$ cat src/rtl/stripe_pkg.sv
// Shared types and constants for the 1:2 byte striping controller.
package stripe_pkg;

  // Striping sequence: lane 0, lane 1, and the optional pad slot on lane 1.
  typedef enum logic [1:0] {
    S_L0  = 2'd0,
    S_L1  = 2'd1,
    S_PAD = 2'd2
  } state_e;

  // Filler byte written to lane 1 to close an odd-length packet.
  localparam logic [7:0] PAD_BYTE_DEFAULT = 8'hF7;

  // Lane indices into the per-lane signal arrays.
  localparam int LANE0 = 0;
  localparam int LANE1 = 1;

endpackage

$ cat src/rtl/lane_hold_reg.sv
// One-deep holding register for a single lane: keeps one byte plus its
// valid flag and accepts a new byte in the same cycle the old one drains.
module lane_hold_reg
  import stripe_pkg::*;
#(
  parameter int DATA_W = 8
) (
  input  logic              clk,
  input  logic              reset,
  input  logic              load,
  input  logic [DATA_W-1:0] din,
  input  logic              ready,
  output logic [DATA_W-1:0] dout,
  output logic              valid,
  output logic              free
);

  logic [DATA_W-1:0] data_q, data_d;
  logic              valid_q, valid_d;

  // Empty, or the held byte leaves this cycle.
  assign free  = ~valid_q | ready;
  assign dout  = data_q;
  assign valid = valid_q;

  // Load wins over drain; a drain alone only drops valid and keeps the byte.
  always_comb begin
    data_d  = data_q;
    valid_d = valid_q;
    if (load) begin
      data_d  = din;
      valid_d = 1'b1;
    end else if (valid_q && ready) begin
      valid_d = 1'b0;
    end
  end

  // Holding register with asynchronous clear.
  always_ff @(posedge clk or negedge reset) begin
    if (!reset) begin
      data_q  <= '0;
      valid_q <= 1'b0;
    end else begin
      data_q  <= data_d;
      valid_q <= valid_d;
    end
  end

endmodule

$ cat src/rtl/stripe_ctrl_1x2.sv
// Round-robin 1:2 byte striping controller: lane-select FSM, per-lane
// holding registers and a completed-pair counter.
// Optional build macro STRIPE_PAD_EN: a last byte landing on lane 0 is
// followed by PAD_BYTE on lane 1 so every packet ends lane-aligned.
module stripe_ctrl_1x2
  import stripe_pkg::*;
#(
  parameter int                DATA_W   = 8,
  parameter int                CNT_W    = 8,
  parameter logic [DATA_W-1:0] PAD_BYTE = DATA_W'(PAD_BYTE_DEFAULT)
) (
  input  logic              clk,
  input  logic              reset,
  input  logic [DATA_W-1:0] in0,
  input  logic              in0_valid,
  input  logic              in0_last,
  output logic              in0_ready,
  output logic [DATA_W-1:0] out0,
  output logic              valid_out0,
  input  logic              ready_out0,
  output logic [DATA_W-1:0] out1,
  output logic              valid_out1,
  input  logic              ready_out1,
  output logic [CNT_W-1:0]  pair_cnt
);

  state_e            state_q, state_d;
  logic [CNT_W-1:0]  pair_cnt_q, pair_cnt_d;

  logic [1:0]        lane_load;
  logic [1:0]        lane_rdy;
  logic [1:0]        lane_vld;
  logic [1:0]        lane_free;
  logic [DATA_W-1:0] lane_din  [2];
  logic [DATA_W-1:0] lane_dout [2];

  logic              ready_raw;
  logic              accept;
  logic              pad_fire;

  assign lane_rdy[LANE0] = ready_out0;
  assign lane_rdy[LANE1] = ready_out1;
  assign out0            = lane_dout[LANE0];
  assign out1            = lane_dout[LANE1];
  assign valid_out0      = lane_vld[LANE0];
  assign valid_out1      = lane_vld[LANE1];
  assign pair_cnt        = pair_cnt_q;

  genvar gi;
  generate
    for (gi = 0; gi < 2; gi++) begin : g_lane
      lane_hold_reg #(
        .DATA_W (DATA_W)
      ) u_lane (
        .clk   (clk),
        .reset (reset),
        .load  (lane_load[gi]),
        .din   (lane_din[gi]),
        .ready (lane_rdy[gi]),
        .dout  (lane_dout[gi]),
        .valid (lane_vld[gi]),
        .free  (lane_free[gi])
      );
    end
  endgenerate

  // Source handshake: ready only when the lane the FSM points at can take a byte.
  always_comb begin
    ready_raw = 1'b0;
    case (state_q)
      S_L0:    ready_raw = lane_free[LANE0];
      S_L1:    ready_raw = lane_free[LANE1];
      default: ready_raw = 1'b0;
    endcase
  end

  // Never advertise ready while reset is held.
  assign in0_ready = ready_raw & reset;
  assign accept    = in0_valid & in0_ready;

`ifdef STRIPE_PAD_EN
  assign pad_fire = (state_q == S_PAD) & lane_free[LANE1];
`else
  // Without padding the last flag carries no meaning for striping.
  logic unused_in0_last;
  assign unused_in0_last = in0_last;
  assign pad_fire        = 1'b0;
`endif

  // Lane load steering: lane 1 takes either the source byte or the pad byte.
  always_comb begin
    lane_load[LANE0] = accept & (state_q == S_L0);
    lane_load[LANE1] = (accept & (state_q == S_L1)) | pad_fire;
    lane_din[LANE0]  = in0;
    lane_din[LANE1]  = pad_fire ? PAD_BYTE : in0;
  end

  // Next-state and pair counting; a pair completes whenever lane 1 is loaded.
  always_comb begin
    state_d    = state_q;
    pair_cnt_d = pair_cnt_q;
    case (state_q)
      S_L0: begin
        if (accept) begin
`ifdef STRIPE_PAD_EN
          state_d = in0_last ? S_PAD : S_L1;
`else
          state_d = S_L1;
`endif
        end
      end
      S_L1: begin
        if (accept) begin
          state_d    = S_L0;
          pair_cnt_d = pair_cnt_q + CNT_W'(1);
        end
      end
      S_PAD: begin
        if (pad_fire) begin
          state_d    = S_L0;
          pair_cnt_d = pair_cnt_q + CNT_W'(1);
        end
      end
      default: state_d = S_L0;
    endcase
  end

  // FSM state and pair counter registers with asynchronous clear.
  always_ff @(posedge clk or negedge reset) begin
    if (!reset) begin
      state_q    <= S_L0;
      pair_cnt_q <= '0;
    end else begin
      state_q    <= state_d;
      pair_cnt_q <= pair_cnt_d;
    end
  end

endmodule

$ cat config.mk
export PLATFORM = sky130hd
export DESIGN_NAME = stripe_ctrl_1x2
export DESIGN_NICKNAME = d
export VERILOG_FILES = /design/src/rtl/stripe_pkg.sv /design/src/rtl/lane_hold_reg.sv /design/src/rtl/stripe_ctrl_1x2.sv
export SDC_FILE = /design/constraint.sdc
export NUM_CORES = 1
export LEC_CHECK = 0
export ABC_CLOCK_PERIOD_IN_PS = 1550
export BUFFER_PORTS_ARGS = -buffer_cell sky130_fd_sc_hd__buf_2
export CAP_MARGIN = 0
export CORE_AREA = 2 2 52 54
export CTS_CLUSTER_SIZE = 20
export DETAILED_ROUTE_END_ITERATION = 10
export DIE_AREA = 0 0 54 56
export PLACE_DENSITY = 0.73
export SLEW_MARGIN = 40
export SYNTH_ARGS = -nofsm -noshare
export SYNTH_HDL_FRONTEND = slang
export SYNTH_SLANG_ARGS = --single-unit
$ cat constraint.sdc
create_clock -name clk -period 1.55 [get_ports clk]
set_input_delay 0.0775 -clock clk [delete_from_list [all_inputs] [get_ports clk]]
set_output_delay 0.0775 -clock clk [all_outputs]
set_load 0.02 [all_outputs]
==> results of run 1 <==
==> power breakdown <==
part	total, W	internal [W]	switching, W
clock network	0.000289	0.000100	0.000189
logic	0.00101	0.000441	0.000567
registers	0.00114	0.000963	0.000175
total	0.00243	0.00150	0.000931
==> cell usage in the layout, fill, tap and decap left out <==
cell and n:
buf_2 39, dfrtp_1 27, mux2_2 17, dlygate4sd3_1 9
xnor2_1 5, nand4_1 3, clkbuf_4 3, buf_4 3
nand2b_1 2, nand2_1 2, nor3b_4 2, xor2_1 2
o21ai_0 2, nand3_1 2, nor2b_2 1, o211a_1 1
nand2_2 1, or2_2 1, and3_1 1, nor3_1 1
ha_1 1, clkbuf_1 1, buf_12 1, buf_6 1
==> critical path, cell delays in order (launching register included) <==
cell,delay (ns)
dfrtp_1,0.39
nor2b_2,0.19
nor3b_4,0.23
buf_12,0.17
mux2_2,0.33
==> logic make-up (layout without fill, tap and decap cells) <==
family                     count (synthesis)  in the layout  synth area share
AOI/OAI and AO/OA                          3              3            0.0183
adders and majority gates                  1              1            0.0115
buffers and inverters                      1             57            0.0103
and+or+nand+nor                           16             16             0.109
muxes                                     17             17             0.175
xor gates and xnor gates                   7              7            0.0562
DFF                                       27             27             0.619
==> through the flow <==
step,setup slack [ns],std cells,hold WS (ns)
3_5_place_dp,0.124,145,0.129
5_1_grt,0.0389,158,0.115
3_3_place_gp,0.158,145,0.116
2_1_floorplan,0.00682,72,-0.218
4_1_cts,0.0458,158,0.0825
6_report,0.110,158,0.0823
==> sequential cells by signal, indices dropped and copies added, names as in the netlist <==
name / count
pair_cnt: 8
state_q: 1
g_lane.u_lane.valid: 2
g_lane.u_lane.dout: 16
==> worst max-delay path by stage <==
stage,start,to,slack [ns],cells after the start
2_1_floorplan,g_lane[1].u_lane.valid,g_lane[1].u_lane.dout[3],0.007,4
3_3_place_gp,g_lane[1].u_lane.valid,pair_cnt[1],0.16,4
3_5_place_dp,g_lane[1].u_lane.valid,pair_cnt[1],0.12,4
4_1_cts,reset,in0_ready,0.05,5
5_1_grt,g_lane[1].u_lane.valid,pair_cnt[1],0.04,4
6_report,g_lane[1].u_lane.valid,pair_cnt[1],0.11,4
==> repair_timing <==
action | in CTS | in global routing
gates resized for setup | 0 | 1
endpoints found under the hold margin | 42 | 0
hold buffers | 9 | 0
setup endpoints to repair | 0 | 1
==> metal layers <==
metal,part of all wire,GRT usage
met5,0,0
met4,0.013,0.0750
met3,0.040,0.0242
met2,0.54,0.270
met1,0.41,0.172
==> final cells by class <==
cell class	instances	area (µm²)	area share
Clock buffer	4	26.3	0.0177
Multi-Input combinational cell	44	404	0.273
Sequential cell	27	676	0.456
Tap cell	30	37.5	0.0253
Timing Repair Buffer	53	339	0.229
==> run metrics, run 1 <==
status finished clean; global-route wire length before repair 3430 µm; Worst-Margin Slew 0.280 ns; CTS buffer count 3; #FFs+latches synth 27; total grt overflow 0; area grow syn2layout 35.9%; Worst Path Max Fanout 14; R2R cell count 4; TritonCTS clock tree yes; max_cap viols 0; Hold Crit Class input port to flip-flop; Power Dens Cells 1640 mW/mm²; Post-Syn Area 0.00109 mm²; Setup-failing EPs final 0; Hold Path Depth 3; CP Launch Type flip-flop; FMAX 695 MHz; Async SR Flop Fraction 1.00; drc violations 0; Die ar. 0.00302 mm²; Worst-path clk slew 0.14 ns; die width 54 µm; Leakage 0.719 nW; drt via density 4.82; nets@finish 144; pin count of the biggest net entering global routing 29; Initial Utilization 0.449; FP Rows 18; final core occ 0.610; clk_skew 0.00724 ns; Hold Path Sink g_lane[0].u_lane.valid; Primary FF master, synth dfrtp_1; final hold vios 0; Final Power 0.00243 W; antenna-violating nets left 0; Clock Sink Count 27; post-CTS setup buffer count 0; IO Port Bufs 39; Synth area leader dfrtp_1; flop2flop setup slack 0.11 ns; Routed wire per std cell 12.8 µm; via count 762; Ports 41; Worst setup EP type flip-flop; Clk Latency, worst-skew pair 0.31 ns; syn_nets 87; core area 0.00243 mm²; vias in the first global route 781; initial antenna violation count 0; Iteration-0 DRC Markers 10; CP Class flip-flop to flip-flop; Worst Path Required 1.76 ns; GRT Total Usage 0.153; Distinct cells, synth 18; top cells by count, synth dfrtp_1 (27), mux2_2 (17), xnor2_1 (5), nand4_1 (3); post-synth top area share 0.619; RR Endpoint pair_cnt[1]; Post-Syn Area per Cell 15.2 µm²; Crit Reg-Reg Startpoint g_lane[1].u_lane.valid; RSZ-0062 raised after global routing no; synth top area cells dfrtp_1 (62%), mux2_2 (18%), xnor2_1 (4.0%); Root Buffer clkbuf_4; Period minus WS final 1.44 ns; EDFF count, synth 0; placed cell area 0.00136 mm²; layout cell share with drive strength beyond 1 0.539; Die Y 56 µm; Hold Startpoint ready_out0; Pins Over Slew Limit 0; register area share after synthesis 0.619; Ys Warns 0; Final period util 0.929; final wirelength 2020 µm; WP data arrival 1.65 ns; Antenna Cells 0; most frequent cell after synthesis dfrtp_1; setup TNS 0 ns; maximum VDD drop 0.00102 V; Final GP Congestion 0.761; post-DP HPWL 1440 µm; Clock Tree Buf Depth 2; relative slew slack 0.812; post-route cell area 0.00148 mm²; H-tree depth 1; FILL cells 203; DR pass1 iterations 4; synthesized instance count 72
Note: power is estimated with default switching activity, not from simulation.
==> run 2: changes to the inputs <==
--- a/config.mk
+++ b/config.mk
@@ -7,12 +7,12 @@
 export LEC_CHECK = 0
 export ABC_CLOCK_PERIOD_IN_PS = 1550
 export BUFFER_PORTS_ARGS = -buffer_cell sky130_fd_sc_hd__buf_2
-export CAP_MARGIN = 0
-export CORE_AREA = 2 2 52 54
+export CAP_MARGIN = 20
+export CORE_AREA = 2 2 40 69
 export CTS_CLUSTER_SIZE = 20
 export DETAILED_ROUTE_END_ITERATION = 10
-export DIE_AREA = 0 0 54 56
-export PLACE_DENSITY = 0.73
+export DIE_AREA = 0 0 42 71
+export PLACE_DENSITY = 0.74
 export SLEW_MARGIN = 40
 export SYNTH_ARGS = -nofsm -noshare
 export SYNTH_HDL_FRONTEND = slang
==> run 2 against run 1 <==
Net effect:
- cell count fell by 8.2%
- non-clock buffer count decreased by 9
- via count is 3.3% lower
- combinational power hardly changed
- worst hold slack worse by 0.027 ns
- register-to-register slack about the same
- largest cell class unchanged
- clock power up 31%
- sequential share of layout area increased by 2.1 points
==> run metrics, run 2 (synthesis gave the netlist of run 1 again) <==
post-CTS setup buffer count 0 (unchanged); Hold Path Sink g_lane[1].u_lane.dout[4]; global-route wire length before repair 3440 µm (+0.20%); CP cell instances dlygate4sd3_1 > buf_2 > nand2_2 > nor3b_4 > buf_12 > mux2_2; Clock Sink Count 27 (unchanged); core area 0.00243 mm² (unchanged); commonest non-fill, non-tap cell in the layout buf_2; R2R cell count 4 (unchanged); die width 42 µm (-22%); Clock power frac 0.151 (+0.032); CP Launch Type input port; Worst Path Required 1.70 ns (-0.06 ns); relative slew slack 0.713 (-0.0997); Hold Path Depth 2 (-1); maximum VDD drop 0.00110 V (+7.6%); Clk Latency, worst-skew pair 0.26 ns (-0.05 ns); Hold Startpoint in0[4]; CTS resizes 0 (unchanged); Initial Utilization 0.449 (unchanged); H-tree depth 1 (unchanged); via count 737 (-3.3%); FP Rows 24 (+6); combinational group share of total power 0.395 (-0.019); Power Dens Cells 1770 mW/mm² (+7.9%); Ports 41 (unchanged); RSZ-0062 raised after global routing no; GRT Total Usage 0.151 (-0.00262); CTS buffer count 3 (unchanged); DP Worst Slack 0.115 ns (-0.00865 ns); Sw Share 0.372 (-0.00982); drt via density 5.08 (+5.4%); Setup-failing EPs final 0 (unchanged); max_cap viols 0 (unchanged); Crit Reg-Reg Startpoint g_lane[1].u_lane.valid; Routed wire per std cell 14.3 µm (+12%); Root Buffer clkbuf_8; WP data arrival 1.60 ns (-0.05 ns); Crit-path slowest cell dlygate4sd3_1; drc violations 0 (unchanged); P_sw 0.000935 W (+0.49%); RR Endpoint g_lane[1].u_lane.dout[5]; antenna-violating nets left 0 (unchanged); sequential power share 0.454 (-0.013); FMAX 689 MHz (-0.80%); vias in the first global route 784 (+0.38%); crit-path max cell delay 0.52 ns (+0.13 ns); max FFs per register 16 (unchanged); Antenna Cells 0 (unchanged); Worst-Margin Slew 0.428 ns (+0.148 ns); Post-CTS Hold Fix Bufs 2 (-7); most frequent cells in the layout buf_2 (39), dfrtp_1 (27), mux2_2 (17), xnor2_1 (5); final hold vios 0 (unchanged); area grow syn2layout 29.9%; Power Internal 0.00158 W (+4.8%); final wirelength 2070 µm (+2.7%); Worst setup EP type flip-flop; Die ar. 0.00298 mm² (-1.4%); Hold Crit Class input port to flip-flop; IO Port Bufs 39 (unchanged); DR pass1 iterations 2 (-2); setup ws final 0.0985 ns (-0.0117 ns); nets@finish 135 (-6.3%); final core occ 0.583 (-0.0267); Hold WS 0.0555 ns (-0.0268 ns); Pins Over Slew Limit 0 (unchanged); total grt overflow 0 (unchanged); Die Y 71 µm (+27%); flop2flop setup slack 0.12 ns (about the same); FILL cells 197 (-3.0%); Final period util 0.936 (+0.00753); layout cell share with drive strength beyond 1 0.571 (+0.0324); Period minus WS final 1.45 ns (+0.0117 ns); status finished clean; Worst-path clk slew 0.09 ns (-0.05 ns); TritonCTS clock tree yes; Leakage 0.691 nW (-3.9%); initial antenna violation count 0 (unchanged); setup TNS 0 ns (unchanged); clk_skew 0.00322 ns (-0.00402 ns); CP Class input port to flip-flop; Worst Path Max Fanout 14 (unchanged); pin count of the biggest net entering global routing 28 (-3.4%); Iteration-0 DRC Markers 25 (+15); Clock Tree Buf Depth 2 (unchanged); Final GP Congestion 0.754 (-0.88%)
## run 2: changes by cell type in the layout (fill, tap and decap cells not counted)
| cell | previous run | this run |
|---|---|---|
| buf_12 | 1 | 2 |
| buf_4 | 3 | 2 |
| buf_6 | 1 | 0 |
| clkbuf_4 | 3 | 0 |
| clkbuf_8 | 0 | 3 |
| dlygate4sd3_1 | 9 | 1 |
## run 2: stage by stage
| stage | cell area, µm² | std cells | total power [W] |
|---|---|---|---|
| finish | 1420 | 145 | 0.00251 |
| global route | 1420 | 145 | 0.00267 |
| CTS | 1420 | 145 | 0.00256 |
| detailed placement | 1340 | 139 | 0.00216 |
| global placement | 1340 | 139 | 0.00212 |
| floorplan | 1090 | 72 | 0.00177 |
## run 2: power groups by stage
stage | Sequential [W] | Clock, W | Combinational, W
after detailed placement | 0.00116 | 0 | 0.000996
after CTS | 0.00115 | 0.000402 | 0.00101
after global routing | 0.00118 | 0.000427 | 0.00106
final | 0.00114 | 0.000380 | 0.000991
after global placement | 0.00114 | 0 | 0.000974
after floorplan | 0.00147 | 0 | 0.000306
## run 2: per-layer routing
| layer | global-route usage | share of wire | up-vias |
|---|---|---|---|
| li1 | - | - | 349 |
| met1 | 0.160 | 0.38 | 363 |
| met2 | 0.278 | 0.55 | 21 |
| met3 | 0.0230 | 0.042 | 4 |
| met4 | 0.0789 | 0.027 | 0 |
| met5 | 0 | 0 | - |
## run 2: cell type report
type | count | area (µm²) | area share
clock buffer | 4 | 45.0 | 0.0318
multi-input combinational | 44 | 404 | 0.285
sequential | 27 | 676 | 0.477
tap | 26 | 32.5 | 0.0229
timing repair buffer | 44 | 260 | 0.184
## run 2: worst max path at each step
stage                                          end  slack (ns)  depth (start not counted)                   start
after floorplan           g_lane[1].u_lane.dout[3]       0.007                          4  g_lane[1].u_lane.valid
after global placement    g_lane[1].u_lane.dout[6]        0.16                          4  g_lane[1].u_lane.valid
after detailed placement  g_lane[1].u_lane.dout[5]        0.12                          4  g_lane[1].u_lane.valid
after CTS                 g_lane[1].u_lane.dout[5]        0.11                          4  g_lane[1].u_lane.valid
after global routing      g_lane[1].u_lane.dout[5]        0.05                          6                   reset
final                     g_lane[1].u_lane.dout[5]         0.1                          6                   reset
## run 2: critical path, delay by kind of cell
family | cells | cell delay [ns]
buffers and inverters | 3 | 0.84
muxes | 1 | 0.34
and+or+nand+nor | 2 | 0.34
